### config.mk
export PLATFORM = sky130hd
export DESIGN_NAME = irq_pending_arbiter
export DESIGN_NICKNAME = d
export VERILOG_FILES = /design/src/rtl/irq_pending_arbiter.sv
export SDC_FILE = /design/constraint.sdc
export NUM_CORES = 1
export LEC_CHECK = 0
export CORE_MARGIN = 2
export CORE_UTILIZATION = 51
export CTS_BUF_LIST = sky130_fd_sc_hd__clkbuf_8
export DETAILED_ROUTE_END_ITERATION = 12
export GPL_ROUTABILITY_DRIVEN = 0
export PLACE_DENSITY = 0.93
export SLEW_MARGIN = 0
export SYNTH_ARGS = -nofsm -noshare
export SYNTH_HDL_FRONTEND = slang
export SYNTH_SLANG_ARGS = --single-unit
export TNS_END_PERCENT = 20
### constraint.sdc
create_clock -name clk -period 3.85 [get_ports clk]
set_input_delay 0.5775 -clock clk [delete_from_list [all_inputs] [get_ports clk]]
set_output_delay 0.5775 -clock clk [all_outputs]
set_load 0.05 [all_outputs]
### src/rtl/irq_pending_arbiter.sv
// rtl/irq_pending_arbiter.sv - 8-line edge-capturing pending register with highest-index grant FSM
// Optional masking via IRQ_PENDING_ARBITER_MASK_EN (adds mask_in, 1 = enabled).
module irq_pending_arbiter (
  input  logic       clk,
  input  logic       rst,
  input  logic [7:0] req_in,
`ifdef IRQ_PENDING_ARBITER_MASK_EN
  input  logic [7:0] mask_in,
`endif
  input  logic       irq_ready,
  output logic       irq_valid,
  output logic [2:0] irq_id,
  output logic [7:0] pending,
  output logic       ovf
);

  localparam logic [0:0] ST_IDLE    = 1'b0;
  localparam logic [0:0] ST_PRESENT = 1'b1;

  logic [0:0] r_state;
  logic [7:0] r_req_prev;
  logic [7:0] r_pending;
  logic [2:0] r_irq_id;
  logic       r_ovf;

  logic [7:0] w_edge;
  logic [7:0] w_clr;
  logic [7:0] w_eligible;
  logic [2:0] w_top;
  logic       w_ovf_hit;

  assign w_edge = req_in & ~r_req_prev;

  // Clear of the presented bit loses to a coincident edge on the same bit.
  assign w_clr     = (r_state == ST_PRESENT && irq_ready) ? (8'b1 << r_irq_id) : 8'b0;
  assign w_ovf_hit = |(w_edge & r_pending & ~w_clr);

`ifdef IRQ_PENDING_ARBITER_MASK_EN
  assign w_eligible = r_pending & mask_in;
`else
  assign w_eligible = r_pending;
`endif

  always_comb begin
    w_top = 3'd0;
    for (int i = 0; i < 8; i++) begin
      if (w_eligible[i]) w_top = 3'(i);
    end
  end

  always_ff @(posedge clk) begin
    if (rst) begin
      r_state    <= ST_IDLE;
      r_req_prev <= 8'h00;
      r_pending  <= 8'h00;
      r_irq_id   <= 3'd0;
      r_ovf      <= 1'b0;
    end else begin
      r_req_prev <= req_in;
      r_pending  <= (r_pending & ~w_clr) | w_edge;
      if (w_ovf_hit) r_ovf <= 1'b1;
      case (r_state)
        ST_IDLE: begin
          if (|w_eligible) begin
            r_irq_id <= w_top;
            r_state  <= ST_PRESENT;
          end
        end
        ST_PRESENT: begin
          if (irq_ready) r_state <= ST_IDLE;
        end
        default: r_state <= ST_IDLE;
      endcase
    end
  end

  assign irq_valid = (r_state == ST_PRESENT);
  assign irq_id    = r_irq_id;
  assign pending   = r_pending;
  assign ovf       = r_ovf;

endmodule

# After elaboration in Yosys (flattened, before gate mapping)

Cells that the tools add are included.

Register bits after elaboration: 21
Logic and storage cells: 29
Output and inout port bits: 13
Input port bits: 11

Muxes and demuxes: 11
Reductions and logical operators: 4
Bitwise logic cells: 8
Shift-type cells: 1

Operators by type and width:

| kind                  | number |
|---|---|
| $and A8 B8 Y8         | 4 |
| $not A8 Y8            | 2 |
| $reduce_or A8 Y1      | 2 |
| $mux W3               | 4 |
| $mux W8               | 1 |
| $or A8 B8 Y8          | 1 |
| $shl A1 B3 Y8 const A | 1 |
| $mux W2               | 2 |
| $mux W1               | 3 |
| $pmux W1 S2           | 1 |
| $reduce_and A2 Y1     | 1 |
| $logic_and A1 B1 Y1   | 1 |
| $not A1 Y1            | 1 |

# Depth between registers and ports, before layout

Depth in word-level cells: 7
Mapped depth: 4
Mapped depth without buffers: 4

# Least setup slack after synthesis

Ideal clock, no wire load.

Path type: register -> register
From: register r_state, in the netlist irq_valid
To: register r_ovf, in the netlist ovf
Clock period less this slack: 1.658 ns
Setup slack: 2.192 ns
Data required time: 3.712 ns
Data arrival time: 1.520 ns
Stages on the path, launching flop included: 5
Library setup time: 0.138 ns
Path through: dfxtp_1 > nand3_1 > or2_1 > a221oi_2 > a41oi_1

Word-level cells in the longest chain between the ends: 5

RTL lines:

| what                     | RTL line | source |
|---|---|---|
| start: declaration       | 20       | `logic [0:0] r_state;` |
| start signal: assignment | 53       | `r_state <= ST_IDLE;` |
| start signal: assignment | 66       | `r_state <= ST_PRESENT;` |
| start signal: assignment | 70       | `if (irq_ready) r_state <= ST_IDLE;` |
| $logic_and A1 B1 Y1      | 35       | `assign w_clr = (r_state == ST_PRESENT && irq_ready) ? (8'b1 << r_irq_id) : 8'b0;` |
| $mux W8                  | 35       |  |
| $not A8 Y8               | 36       | `assign w_ovf_hit = \|(w_edge & r_pending & ~w_clr);` |
| $and A8 B8 Y8            | 36       |  |
| $reduce_or A8 Y1         | 36       |  |
| end signal: assignment   | 57       | `r_ovf <= 1'b0;` |
| end signal: assignment   | 61       | `if (w_ovf_hit) r_ovf <= 1'b1;` |
| end: declaration         | 24       | `logic r_ovf;` |

No other way between the ends.
A chain may end at the register's enable or synchronous reset.

# Worst setup path after layout

From: register r_irq_id[1], in the netlist irq_id[1]
To: output irq_id[1]

RTL lines:

| what                     | RTL line | source |
|---|---|---|
| start: declaration       | 23       | `logic [2:0] r_irq_id;` |
| start signal: assignment | 65       | `r_irq_id <= w_top;` |
| end: declaration         | 12       | `output logic [2:0] irq_id,` |

No word-level cell between the ends.

==> flow_metrics.env <==
export IMPL_status="finished, final reports clean"
export IMPL_rsz0062_at_grt="no"
export IMPL_hold_path_depth=2
export IMPL_postCtsSetupBuffers=0
export IMPL_r2r_start="irq_valid"
export IMPL_synthArstFlopShare_pct=0
export IMPL_min_from="r_req_prev[7]"
export IMPL_synth_top_area_share_pct=50.5
export IMPL_start_util_pct=54.7
export IMPL_fin_nets=126
export IMPL_path_class="flip-flop to output port"
export IMPL_routedWlPerCell_um=15.3
export IMPL_die_y_um=44.4
export IMPL_synth_nets=100
export IMPL_dieArea_mm2=0.00197
export IMPL_diodes=0
export IMPL_p_leak_nw=0.412
export IMPL_synth_area_leaders="dfxtp_1, nor2b_1, nand2b_1"
export IMPL_hold_end="pending[7]"
export IMPL_crit_path_start_kind="flip-flop"
export IMPL_yosys_warnings=0
export IMPL_worst_r2r_endpoint="ovf"
export IMPL_path_clk_slew_ns=0.07
export IMPL_viasPerCell=6.01
export IMPL_yosysTopAreaCell="dfxtp_1"
export IMPL_via_count=781
export IMPL_skew_ns=0.00556
export IMPL_critPathMaxFanout=7
export IMPL_critPathMaxStageDelay_ns=0.88
export IMPL_postCtsHoldBufs=0
export IMPL_worstHoldPathType="flip-flop to flip-flop"
export IMPL_area_growth_pct=34.5
export IMPL_antenna_found_initial=0
export IMPL_ys_ff_latch=21
export IMPL_wl_mm=1.98
export IMPL_finalSetupViolations=0
export IMPL_ctsResizeCount=0
export IMPL_numCtsBuffers=3
export IMPL_fin_crit_ns=2.17
export IMPL_clk_path_buf_depth=2
export IMPL_fp_dieW_um=44.4
export IMPL_yosysMostFrequentCell="dfxtp_1"
export IMPL_grt_max_degree=22
export IMPL_worst_path_max_delay_cell="clkdlybuf4s50_1"
export IMPL_crit_chain="clkdlybuf4s50_1"
export IMPL_cts_root_buf="clkbuf_8"
export IMPL_arrival_ns=1.59
export IMPL_clk_latency_ns=0.26
export IMPL_slew_headroom_pct=50.3
export IMPL_cts_tree="done"
export IMPL_crit_family="buffers and inverters"
export IMPL_grt_pass1_vias=762
export IMPL_reg2reg_depth=4
export IMPL_drt_iter0_markers=23
export IMPL_power_density_mw_per_mm2=468
export IMPL_finalCritPeriodShare_pct=56.4
export IMPL_coreArea_mm2=0.00152
export IMPL_ant_nets=0
export IMPL_grt_use_total_pct=23.4
export IMPL_drc=0
export IMPL_dr_pass1_iters=5
export IMPL_numClockSinks=21
export IMPL_avgSynthCellArea_um2=9.36
export IMPL_gr_total_overflow=0
export IMPL_hpwl_mm=1.37
export IMPL_critPathBufInv=1
export IMPL_finalHoldViolCount=0
export IMPL_fin_tns_setup_ns=0
export IMPL_h_tree_depth=1
export IMPL_port_buffers=23
export IMPL_final_util_pct=73.6
export IMPL_synth_distinct_cells=23
export IMPL_slew_violations=0
export IMPL_yosys_top_cells_count="dfxtp_1, a21oi_1, nor2b_1, nand2b_1, nor2_1"
export IMPL_drive_gt1_share_pct=6.14
export IMPL_io_pins=24
export IMPL_synth_edf_count=0
export IMPL_fp_row_count=14
export IMPL_tightest_slew_ns=0.744
export IMPL_crit_required_ns=3.27
export IMPL_maxCapViolations=0
export IMPL_end_kind="output port"
export IMPL_synth_seq_area_share_pct=50.5
export IMPL_syn_area_um2=833
export IMPL_reg2reg_slack_ns=2.35
export IMPL_ys_flop_type="dfxtp_1"
export IMPL_peakVddDrop_uv=275
export IMPL_grt_pass1_wl_mm=3.25
export IMPL_postSynthCellCount=89
export IMPL_fmax_ghz=0.461
## worst max-delay path by stage
| stage | from | endpoint | slack (ns) | cells past startpoint |
|---|---|---|---|---|
| global placement | irq_ready | ovf | 1.84 | 5 |
| floorplan | irq_valid | ovf | 2.19 | 4 |
| finish | irq_id[1] | irq_id[1] | 1.68 | 1 |
| CTS | irq_id[1] | irq_id[1] | 1.70 | 1 |
| global route | irq_id[1] | irq_id[1] | 1.64 | 1 |
| detailed placement | irq_ready | ovf | 1.77 | 5 |
## layer usage
layer  up-vias  GRT usage, %  part of all wire [%]
met1       368          26.2                    41
met4         0          15.8                   3.8
li1        364             -                     -
met5         -             0                     0
met2        38          39.7                    49
met3        11          4.90                   6.1
## final cells by class
| class | instances | area (um2) |
|---|---|---|
| clock inverter | 1 | 3.75 |
| tap | 16 | 20.0 |
| timing repair buffer | 23 | 230 |
| clock buffer | 3 | 41.3 |
| sequential | 21 | 420 |
| fill | 123 | 403 |
| inverter | 2 | 7.51 |
| multi-input combinational | 64 | 398 |
## power by group
part | leakage (nW) | switching, mW | total, mW | internal, mW
logic | 0.210 | 0.0797 | 0.132 | 0.0525
registers | 0.175 | 0.0199 | 0.255 | 0.235
clock network | 0.0269 | 0.0670 | 0.138 | 0.0710
total | 0.412 | 0.167 | 0.525 | 0.358
## sequential cells by signal, summed over array words and instances, names as in the netlist
| name | flops |
|---|---|
| irq_id | 3 |
| irq_valid | 1 |
| pending | 8 |
| ovf | 1 |
| r_req_prev | 8 |
## logic make-up (layout without fill, tap and decap cells)
group,count (synthesis),in the layout,synth area share (%)
simple gates,36,36,25.5
compound gates,28,28,22.2
flops,21,21,50.5
buf+inv,4,29,1.80
## placed cells by master, fill, tap and decap left out
cell,Yosys,layout
a221oi_2,1,1
inv_1,2,3
nor2_1,8,8
a311oi_1,2,2
o21a_1,1,1
a41oi_1,1,1
and2_1,1,1
or2_1,1,1
nor4_2,2,2
nor2b_1,10,10
or2_2,1,1
clkbuf_8,0,3
o21ai_0,6,6
nand2b_1,9,9
o22a_1,3,3
nand3b_1,1,1
dfxtp_1,21,21
clkdlybuf4s50_1,0,23
o31ai_1,2,2
a21oi_1,10,10
nand2_1,2,2
nand3_1,1,1
o21bai_1,1,1
a211oi_1,1,1
## through the flow
step	total power [mW]	worst slack, ns	instance area [um2]	cells	hold slack (ns)
after floorplan	0.340	2.19	833	89	0.489
after global placement	0.384	1.84	1080	126	0.495
after detailed placement	0.389	1.77	1080	126	0.511
after CTS	0.527	1.70	1120	130	0.521
after global routing	0.549	1.64	1120	130	0.541
final	0.525	1.68	1120	130	0.517
## tightest hold or removal path, cell delays in order (launching register included)
cell	delay, ns
dfxtp_1	0.30
nand2b_1	0.11
a21oi_1	0.06
(Power assumes the default switching activity.)
